`src/rtl/cdc_in_arbiter.sv`:
```
// rtl/cdc_in_arbiter.sv - burst-locked round-robin arbiter feeding the USB CDC bulk IN byte channel
module cdc_in_arbiter #(
    parameter int N_SRC       = 2,
    parameter int BURST_LEN   = 8,
    parameter int HOLD_CYCLES = 16
) (
    input  logic               clk_i,
    input  logic               rstn_i,
    input  logic [8*N_SRC-1:0] src_data_i,
    input  logic [N_SRC-1:0]   src_valid_i,
    input  logic [N_SRC-1:0]   src_last_i,
    output logic [N_SRC-1:0]   src_ready_o,
    output logic [7:0]         in_data_o,
    output logic               in_valid_o,
    input  logic               in_ready_i,
    output logic [N_SRC-1:0]   grant_o
);

    localparam int PW = (N_SRC > 1) ? $clog2(N_SRC) : 1;
    localparam int BW = $clog2(BURST_LEN + 1);
    localparam int HW = $clog2(HOLD_CYCLES + 1);

    typedef enum logic [1:0] {
        ST_IDLE,
        ST_GRANT,
        ST_RELEASE
    } state_t;

    state_t           state_q, state_d;
    logic [N_SRC-1:0] grant_q, grant_d;
    logic [PW-1:0]    last_ptr_q, last_ptr_d;
    logic [BW-1:0]    byte_cnt_q, byte_cnt_d;
    logic [HW-1:0]    idle_cnt_q, idle_cnt_d;

    logic             gnt_valid;
    logic             gnt_last;
    logic [7:0]       gnt_data;
    logic             xfer;
    logic             pick_found;
    logic [PW-1:0]    pick_idx;
    logic [PW-1:0]    cand;

    // grant_q is zero outside GRANT, so the one-hot mux also yields the idle outputs
    always_comb begin
        gnt_valid = 1'b0;
        gnt_last  = 1'b0;
        gnt_data  = '0;
        for (int k = 0; k < N_SRC; k++) begin
            if (grant_q[k]) begin
                gnt_valid = gnt_valid | src_valid_i[k];
                gnt_last  = gnt_last | src_last_i[k];
                gnt_data  = gnt_data | src_data_i[8*k +: 8];
            end
        end
    end

    assign xfer        = gnt_valid & in_ready_i;
    assign in_valid_o  = gnt_valid;
    assign in_data_o   = gnt_data;
    assign src_ready_o = grant_q & {N_SRC{in_ready_i}};
    assign grant_o     = grant_q;

    // Scan starts just after the previous owner, giving every other requester a turn first
    always_comb begin
        pick_found = 1'b0;
        pick_idx   = '0;
        cand       = '0;
        for (int i = 1; i <= N_SRC; i++) begin
            cand = PW'((int'(last_ptr_q) + i) % N_SRC);
            if (!pick_found && src_valid_i[cand]) begin
                pick_found = 1'b1;
                pick_idx   = cand;
            end
        end
    end

    always_comb begin
        state_d    = state_q;
        grant_d    = grant_q;
        last_ptr_d = last_ptr_q;
        byte_cnt_d = byte_cnt_q;
        idle_cnt_d = idle_cnt_q;
        case (state_q)
            ST_IDLE: begin
                if (pick_found) begin
                    state_d    = ST_GRANT;
                    grant_d    = N_SRC'(1) << pick_idx;
                    last_ptr_d = pick_idx;
                    byte_cnt_d = '0;
                    idle_cnt_d = '0;
                end
            end
            ST_GRANT: begin
                if (xfer && byte_cnt_q != BW'(BURST_LEN)) begin
                    byte_cnt_d = byte_cnt_q + 1'b1;
                end
                if (gnt_valid) begin
                    idle_cnt_d = '0;
                end else if (idle_cnt_q != HW'(HOLD_CYCLES)) begin
                    idle_cnt_d = idle_cnt_q + 1'b1;
                end
                if ((xfer && (gnt_last || byte_cnt_d == BW'(BURST_LEN))) ||
                    idle_cnt_d == HW'(HOLD_CYCLES)) begin
                    state_d = ST_RELEASE;
                    grant_d = '0;
                end
            end
            ST_RELEASE: begin
                state_d = ST_IDLE;
            end
            default: begin
                state_d = ST_IDLE;
                grant_d = '0;
            end
        endcase
    end

    always_ff @(posedge clk_i or negedge rstn_i) begin
        if (!rstn_i) begin
            state_q    <= ST_IDLE;
            grant_q    <= '0;
            last_ptr_q <= PW'(N_SRC - 1);
            byte_cnt_q <= '0;
            idle_cnt_q <= '0;
        end else begin
            state_q    <= state_d;
            grant_q    <= grant_d;
            last_ptr_q <= last_ptr_d;
            byte_cnt_q <= byte_cnt_d;
            idle_cnt_q <= idle_cnt_d;
        end
    end

endmodule

```
`config.mk`:
```
export PLATFORM = sky130hd
export DESIGN_NAME = cdc_in_arbiter
export DESIGN_NICKNAME = d
export VERILOG_FILES = /design/src/rtl/cdc_in_arbiter.sv
export SDC_FILE = /design/constraint.sdc
export NUM_CORES = 1
export LEC_CHECK = 0
export ABC_CLOCK_PERIOD_IN_PS = 2000
export BUFFER_PORTS_ARGS = -buffer_cell sky130_fd_sc_hd__buf_2
export CAP_MARGIN = 20
export CELL_PAD_IN_SITES_DETAIL_PLACEMENT = 1
export CELL_PAD_IN_SITES_GLOBAL_PLACEMENT = 2
export CORE_ASPECT_RATIO = 2
export CORE_MARGIN = 3
export CORE_UTILIZATION = 28
export DETAILED_ROUTE_END_ITERATION = 10
export PLACE_DENSITY = 0.8
export SLEW_MARGIN = 0
export SYNTH_ARGS = -nofsm -noshare
export SYNTH_HDL_FRONTEND = slang
export SYNTH_SLANG_ARGS = --single-unit
```
`constraint.sdc`:
```
create_clock -name clk_i -period 2 [get_ports clk_i]
set_input_delay 0.4 -clock clk_i [delete_from_list [all_inputs] [get_ports clk_i]]
set_output_delay 0.4 -clock clk_i [all_outputs]
set_load 0.01 [all_outputs]
```
==> summary.md, run 1 <==
| Metric | Value |
|---|---|
| Via count | `~1.1k` |
| Initial antenna violation count | `0` |
| P&R area growth vs syn | `26.33%` |
| Avg Synthesized Cell Area | `about 8.7 µm²` |
| Total global-route track usage | `0.1677` |
| Tcrit/Tclk final | `0.8884` |
| Skew-Pair Late Insertion Delay | `roughly 0.25 ns` |
| Static Leak | `0.6469 nW` |
| Post-CTS setup buffer count | `0` |
| Post-cts sizing count | `0` |
| Number of detailed-route iterations in the first pass | `3` |
| Diode count | `0` |
| Cells after Synth | `approximately 120` |
| Min Tclk post-route | `~1.8 ns` |
| Die ar. | `around 4600 µm²` |
| Largest net degree at the start of global routing | `15` |
| Ys flop type | `dfrtp_1` |
| Hold Crit Class | `in -> async` |
| PortBufs | `35` |
| RSZ-0062 raised after global routing | `false` |
| CP startpoint kind | `flip-flop` |
| GRT overflow | `0` |
| Die height | `~93 µm` |
| Synth cell types | `41` |
| Final hold violations | `0` |
| Outcome | `finished clean` |
| Final Instance Area | `1339 µm²` |
| Worst setup path start | `idle_cnt_q[0]$_DFFE_PN0P_` |
| Async set or reset register ratio after synthesis | `1.000` |
| Routed wire length | `~3400 µm` |
| Num rows | `31` |
| Drc violations | `0` |
| Sequential cell area | `between 300 and 400 µm²` |
| Number of synthesized flops with an enable pin | `0` |
| Highest Clock Rate | `0.5628 GHz` |
| Multi-input logic area | `~640 µm²` |
| CTS buffer count | `3` |
| Synth Register Bits | `14` |
| YS warnings | `0` |
| Avg WL per Cell | `between 15 and 20 µm` |
| CTS tree | `yes` |
| HPWL Detailed | `around 2900 µm` |
| I/O pin cnt | `36` |
| First-pass GRT wire length | `5885 µm` |
| Clock Sinks | `14` |
| Dpl cell area | `between 1000 and 1500 µm²` |
| Antenna Nets Post-Route | `0` |
| CTS Hold Bufs | `0` |
| Vias in the first global route | `~1.2k` |
| Max Cap Viol | `0` |
| Slew HR | `0.7288` |
| Fillers | `between 400 and 500` |
| CP Class | `reg -> reg` |
| Critical Path RT | `~2.1 ns` |
| Layout cells sized above 1 | `0.3291` |
| Max rail drop VDD | `between 0.4 and 0.5 mV` |
| Nets | `around 190` |
| Die width | `49.50 µm` |
| Synthesized cell area | `1060 µm²` |
| CP endpoint kind | `flip-flop` |
| Final setup viols | `0` |
| Syn Nets | `149` |
| Register area share after synthesis | `0.3318` |
| Max clock buf depth | `2` |
| Initial Util | `0.2907` |
| Worst Path Arrival | `1.90 ns` |
| Final Skew | `about 0.0047 ns` |
| Crit-path max FO | `7` |
| Setup_tns | `0 ns` |
| Core box area | `between 3000 and 4000 µm²` |
| Clk slew on worst S/H paths | `roughly 0.07 ns` |
| Routability cong. | `a little under 0.8` |
| Max Slew Vio Count | `0` |
| Deepest level of the CTS H-tree | `1` |
| Root buffer cell | `clkbuf_8` |
| Via density | `around 5.3` |
| Reg2reg start | `idle_cnt_q[0]$_DFFE_PN0P_` |
| Worst Tran Pin Value | `just over 0.4 ns` |
| PwrDens | `around 1300 nW/µm²` |
| Iteration-0 DRC Markers | `15` |
[worst max-delay path: stages (launching register included)]
cell and delay (ns):
dfrtp_1 0.45, inv_1 0.07, ha_1 0.31, a221oi_1 0.20, o21ai_0 0.13, a211o_1 0.28
nand4_2 0.13, o22ai_1 0.09
[Yosys cell counts (2+ instances only)]
library cell / n / area (µm²)
clkbuf_1: 3 / 11.26
a22o_1: 10 / 87.58
o21ai_0: 13 / 65.06
nor2_1: 5 / 18.77
nand3b_1: 2 / 15.01
o22ai_1: 3 / 18.77
a21oi_1: 11 / 55.05
o31ai_1: 2 / 15.01
nand3_1: 2 / 10.01
ha_1: 4 / 50.05
and2_1: 2 / 12.51
dfrtp_1: 13 / 325.3
nand2b_1: 3 / 18.77
a31oi_1: 3 / 18.77
nand2_1: 9 / 33.78
inv_1: 10 / 37.54
nor3_1: 3 / 15.01
[state kept, by name (all words and copies together), names as in the netlist]
| register | flops |
|---|---|
| idle_cnt_q | 5 |
| state_q | 2 |
| byte_cnt_q | 4 |
| grant_o | 2 |
| last_ptr_q | 1 |
[cell usage in the layout, fill, tap and decap left out, drive strengths merged, types with 2 or more instances in the layout]
| master | n |
|---|---|
| o31ai | 2 |
| a21oi | 11 |
| nor2 | 5 |
| o21ai | 13 |
| buf | 38 |
| nand2b | 3 |
| a31oi | 3 |
| nor3 | 3 |
| nand4 | 2 |
| and2 | 3 |
| a22o | 11 |
| o22ai | 3 |
| nand2 | 9 |
| nand3b | 2 |
| inv | 10 |
| ha | 4 |
| dfrtp | 13 |
| nand3 | 2 |
| clkbuf | 4 |
[per-layer routing]
metal  track usage  wire length (µm)  share of wire
met5             0                 0              0
met1        0.1582              1177           0.34
met2        0.3330              1997           0.58
met3       0.02073               154          0.045
met4       0.09238               102          0.030
[through the flow]
step           hold slack, ns  utilization  worst slack, ns  power (W)  std cells
2_1_floorplan          0.1044            -           0.3779   0.001156        122
4_1_cts               0.05165       0.3672           0.2029   0.001795        207
6_report              0.04440       0.3672           0.2232   0.001768        207
3_5_place_dp           0.3282       0.3521           0.2143   0.001496        203
3_3_place_gp           0.3184       0.3521           0.2857   0.001444        203
5_1_grt               0.06916       0.3672          0.03160   0.001929        207
[area by class of cell]
| cell class | count | area share |
|---|---|---|
| multi-input combinational | 92 | 0.4748 |
| sequential | 14 | 0.2626 |
| timing repair buffer | 38 | 0.1477 |
| tap | 49 | 0.04579 |
| clock buffer | 4 | 0.04112 |
| inverter | 10 | 0.02804 |
[final timing paths]
check	endpoint	slack [ns]	cells past startpoint
max in group asynchronous	last_ptr_q$_DFFE_PN1P_	1.66	1
worst max register to register	grant_o[0]$_DFFE_PN0P_	0.22	7
worst min register to register	last_ptr_q$_DFFE_PN1P_	0.54	1
min in group clk_i	last_ptr_q$_DFFE_PN1P_	0.42	2
worst min-delay path	grant_o[1]$_DFFE_PN0P_	0.04	1
worst max-delay path	grant_o[0]$_DFFE_PN0P_	0.22	7
[cell families (layout without fill, tap and decap cells)]
group / count (synthesis) / count (layout) / share of synthesized area
AOI/OAI and AO/OA: 49 / 49 / 0.3294
and+or+nand+nor: 38 / 38 / 0.2149
buffers and inverters: 16 / 52 / 0.06848
DFF: 14 / 14 / 0.3318
adders and majority gates: 4 / 4 / 0.04723
xor gates and xnor gates: 1 / 1 / 0.008266
[where the power goes]
group	switching, W	leakage (nW)	internal, W	total (W)
logic	0.000543	0.436	0.000422	0.000965
registers	0.000140	0.182	0.000379	0.000519
clock network	0.000110	0.0288	0.000175	0.000285
Note: power is estimated with default switching activity, not from simulation.
==> inputs of run 2 (changes only) <==
--- a/config.mk
+++ b/config.mk
@@ -5,16 +5,16 @@
 export SDC_FILE = /design/constraint.sdc
 export NUM_CORES = 1
 export LEC_CHECK = 0
-export ABC_CLOCK_PERIOD_IN_PS = 2000
+export ABC_CLOCK_PERIOD_IN_PS = 1400
 export BUFFER_PORTS_ARGS = -buffer_cell sky130_fd_sc_hd__buf_2
 export CAP_MARGIN = 20
 export CELL_PAD_IN_SITES_DETAIL_PLACEMENT = 1
 export CELL_PAD_IN_SITES_GLOBAL_PLACEMENT = 2
 export CORE_ASPECT_RATIO = 2
 export CORE_MARGIN = 3
-export CORE_UTILIZATION = 28
+export CORE_UTILIZATION = 25
 export DETAILED_ROUTE_END_ITERATION = 10
-export PLACE_DENSITY = 0.8
+export PLACE_DENSITY = 0.76
 export SLEW_MARGIN = 0
 export SYNTH_ARGS = -nofsm -noshare
 export SYNTH_HDL_FRONTEND = slang
==> constraint.sdc (replaced) <==
create_clock -name clk_i -period 1.4 [get_ports clk_i]
set_input_delay 0.28 -clock clk_i [delete_from_list [all_inputs] [get_ports clk_i]]
set_output_delay 0.28 -clock clk_i [all_outputs]
set_load 0.01 [all_outputs]
==> run 2 against run 1 <==
  * The flow now finishes with violations (negative setup slack)
  * Fmax is 9.5% higher
  * Clock-buffer cell count did not move
  * Wire length increased by 12%
  * Global-route usage fell by 0.57 points
  * Die area increased by 11%
  * Combinational power up 110%
  * Register-to-register slack lost 0.45 ns
  * Flip-flop and latch count unchanged
  * Clock power increased by 26%
  * Cell count increased by 14%
  * Utilization is 5.0 points higher
==> summary.md, run 2 (synthesis results as in run 1) <==
| Metric | Value |
|---|---|
| Largest net degree at the start of global routing | `15 (unchanged)` |
| Number of detailed-route iterations in the first pass | `3 (unchanged)` |
| Fillers | `475 (+0.21%)` |
| PortBufs | `35 (unchanged)` |
| Worst Tran Pin Value | `0.3491 ns (-0.05527 ns)` |
| Total global-route track usage | `0.1620 (-0.005713)` |
| Drc violations | `0 (unchanged)` |
| Routability cong. | `0.8062 (+3.9%)` |
| Via density | `5.143 (-2.3%)` |
| Crit-path slowest cell | `dfrtp_2` |
| Root buffer cell | `clkbuf_8` |
| RSZ-0062 raised after global routing | `true` |
| Die width | `52.04 µm (+5.1%)` |
| CP startpoint kind | `flip-flop` |
| Layout cells sized above 1 | `0.5376 (+0.2085)` |
| I/O pin cnt | `36 (unchanged)` |
| Die ar. | `5104 µm² (+11%)` |
| Outcome | `finished with violations` |
| Crit-path max FO | `4 (-3)` |
| Placed Cells incl. Taps | `225 (+11%)` |
| CP Class | `reg -> reg` |
| Clock Sinks | `14 (unchanged)` |
| Biggest regs | `idle_cnt_q: 5 flops, byte_cnt_q: 4 flops` |
| HPWL Detailed | `2937 µm (+2.6%)` |
| Slew HR | `0.7673 (+0.03847)` |
| Avg WL per Cell | `16.24 µm (-2.0%)` |
| GRT overflow | `0 (unchanged)` |
| Final hold violations | `0 (unchanged)` |
| Vias in the first global route | `1373 (+13%)` |
| Fin util | `0.4173 (+0.05011)` |
| CTS tree | `yes` |
| Routed wire length | `3848 µm (+12%)` |
| Via count | `1219 (+12%)` |
| Critical Path RT | `1.52 ns (-0.61 ns)` |
| Min Tclk post-route | `1.623 ns (-0.1537 ns)` |
| Cell depth of the worst setup path | `7 (unchanged)` |
| Deepest level of the CTS H-tree | `1 (unchanged)` |
| Reg power frac | `0.239 (-0.054)` |
| Clk slew on worst S/H paths | `0.06 ns (about the same)` |
| Reg2Reg Depth | `7 (unchanged)` |
| Final Worst Setup Slack | `-0.2231 ns (-0.4463 ns)` |
| Switching share of power | `0.4352 (-0.01325)` |
| P_int | `0.001745 W (+79%)` |
| Hold Crit Class | `in -> reg` |
| Core box area | `3964 µm² (+8.7%)` |
| Most frequent cells in the layout | `buf_2, buf_4, a22o_1, dfrtp_1, nand2_1` |
| R2R Setup Slk | `-0.22 ns (-0.45 ns)` |
| Max rail drop VDD | `0.8639 mV (+77%)` |
| PwrDens | `1868 nW/µm² (+41%)` |
| Antenna Nets Post-Route | `0 (unchanged)` |
| Crit-path max cell delay | `0.44 ns (about the same)` |
| Logic gate share of total power | `0.645 (+0.099)` |
| Violated checks | `negative setup slack` |
| Diode count | `0 (unchanged)` |
| Nets | `214 (+15%)` |
| Critical path's top delay family | `compound AO/OA/AOI/OAI gates` |
| Num rows | `32 (+3.2%)` |
| Worst Path Arrival | `1.75 ns (-0.15 ns)` |
| Leading cell type in the layout, fill and taps excluded | `buf_2` |
| Highest Clock Rate | `0.6161 GHz (+9.5%)` |
| Final Skew | `0.002335 ns (-0.002333 ns)` |
| Multi-input logic area | `729.5 µm² (+15%)` |
| Initial Util | `0.2674 (-0.02330)` |
| Static Leak | `0.7945 nW (+23%)` |
| Initial antenna violation count | `0 (unchanged)` |
| First-pass GRT wire length | `6223 µm (+5.7%)` |
| Max Cap Viol | `0 (unchanged)` |
| Sequential cell area | `355.3 µm² (+1.1%)` |
| Iteration-0 DRC Markers | `16 (+1)` |
| CP Buf/Inv Count | `1 (unchanged)` |
| Worst setup path start | `idle_cnt_q[0]$_DFFE_PN0P_` |
| Max Slew Vio Count | `0 (unchanged)` |
| CP endpoint | `grant_o[1]$_DFFE_PN0P_` |
| Psw | `0.001345 W (+70%)` |
| Clock share of power | `0.116 (-0.045)` |
| Reg2reg start | `idle_cnt_q[0]$_DFFE_PN0P_` |
| Die height | `98.08 µm (+5.5%)` |
| Worst R2R End | `grant_o[1]$_DFFE_PN0P_` |
| Register name with the most flops | `idle_cnt_q` |
| P&R area growth vs syn | `56.08%` |
| Dpl cell area | `1485 µm² (+16%)` |
| Skew-Pair Late Insertion Delay | `0.25 ns (about the same)` |
| CP endpoint kind | `flip-flop` |
| CP cell instances | `inv_2 -> ha_4 -> a221oi_2 -> o21ai_1 -> a211o_1 -> nand4_2 -> o22ai_2` |
| Max reg flops | `5 (unchanged)` |
| Finished Layout Cells | `237 (+14%)` |
| Tcrit/Tclk final | `1.159 (+0.2710)` |
| Final Instance Area | `1654 µm² (+24%)` |
| CTS buffer count | `3 (unchanged)` |
| Max clock buf depth | `2 (unchanged)` |
| Final setup viols | `17 (+17)` |
run 2: cell types whose count changed in the layout (fill, tap and decap cells not counted), sizes merged:
cell | before | now
buf | 38 | 65
dlygate4sd3 | 0 | 1
run 2: how the worst min path moves through the flow:
stage	startpoint	end	slack (ns)	depth (start not counted)
global route	src_valid_i[0]	last_ptr_q$_DFFE_PN1P_	0.42	3
detailed placement	rstn_i	idle_cnt_q[4]$_DFFE_PN0P_	0.21	1
global placement	rstn_i	idle_cnt_q[4]$_DFFE_PN0P_	0.20	1
CTS	src_valid_i[0]	last_ptr_q$_DFFE_PN1P_	0.39	3
floorplan	rstn_i	byte_cnt_q[0]$_DFFE_PN0P_	-0.02	0
finish	src_valid_i[0]	last_ptr_q$_DFFE_PN1P_	0.39	3
run 2: final cells by class:
class,count,area share
inverters,10,0.02269
repair buffers,66,0.2557
clock buffers,4,0.02723
multi-input cells,92,0.4410
flip-flops and latches,14,0.2148
well taps,51,0.03858
run 2: through the flow:
stage | setup slack [ns] | total power, W | TNS, ns | hold WS, ns
3_5_place_dp | -0.2320 | 0.002436 | -1.174 | 0.2106
2_1_floorplan | -0.1141 | 0.001756 | -0.5048 | -0.01559
4_1_cts | -0.2255 | 0.002975 | -1.987 | 0.3937
5_1_grt | -0.2821 | 0.003342 | -3.028 | 0.4160
3_3_place_gp | -0.1671 | 0.002365 | -0.8282 | 0.2039
6_report | -0.2231 | 0.003090 | -1.865 | 0.3919
run 2: power by group through the flow:
stage               sequential (W)  combinational [W]  clock, W
global placement          0.000719            0.00165         0
finish                    0.000739            0.00199  0.000358
floorplan                 0.000711            0.00105         0
CTS                       0.000728            0.00188  0.000368
global route              0.000766            0.00220  0.000377
detailed placement        0.000730            0.00171         0
run 2: timing repair:
action / in CTS / in global routing
gates resized for setup: 14 / 8
buffers inserted: 6 / 2
hold endpoints to repair: 13 / 0
gates cloned: 1 / 0
pin swaps: 10 / 4
hold buffers: 1 / 0
setup endpoints to repair: 19 / 21
run 2: routing by layer:
layer	vias to the layer above	wire length (µm)	global-route usage
met3	2	132	0.01374
li1	577	-	-
met2	37	2314	0.3346
met1	603	1353	0.1438
met4	0	47	0.06667
met5	-	0	0
run 2: worst min-delay path, delay by kind of cell:
family,cells,cell delay [ns]
buffers and inverters,2,0.27
AOI/OAI and AO/OA,1,0.08
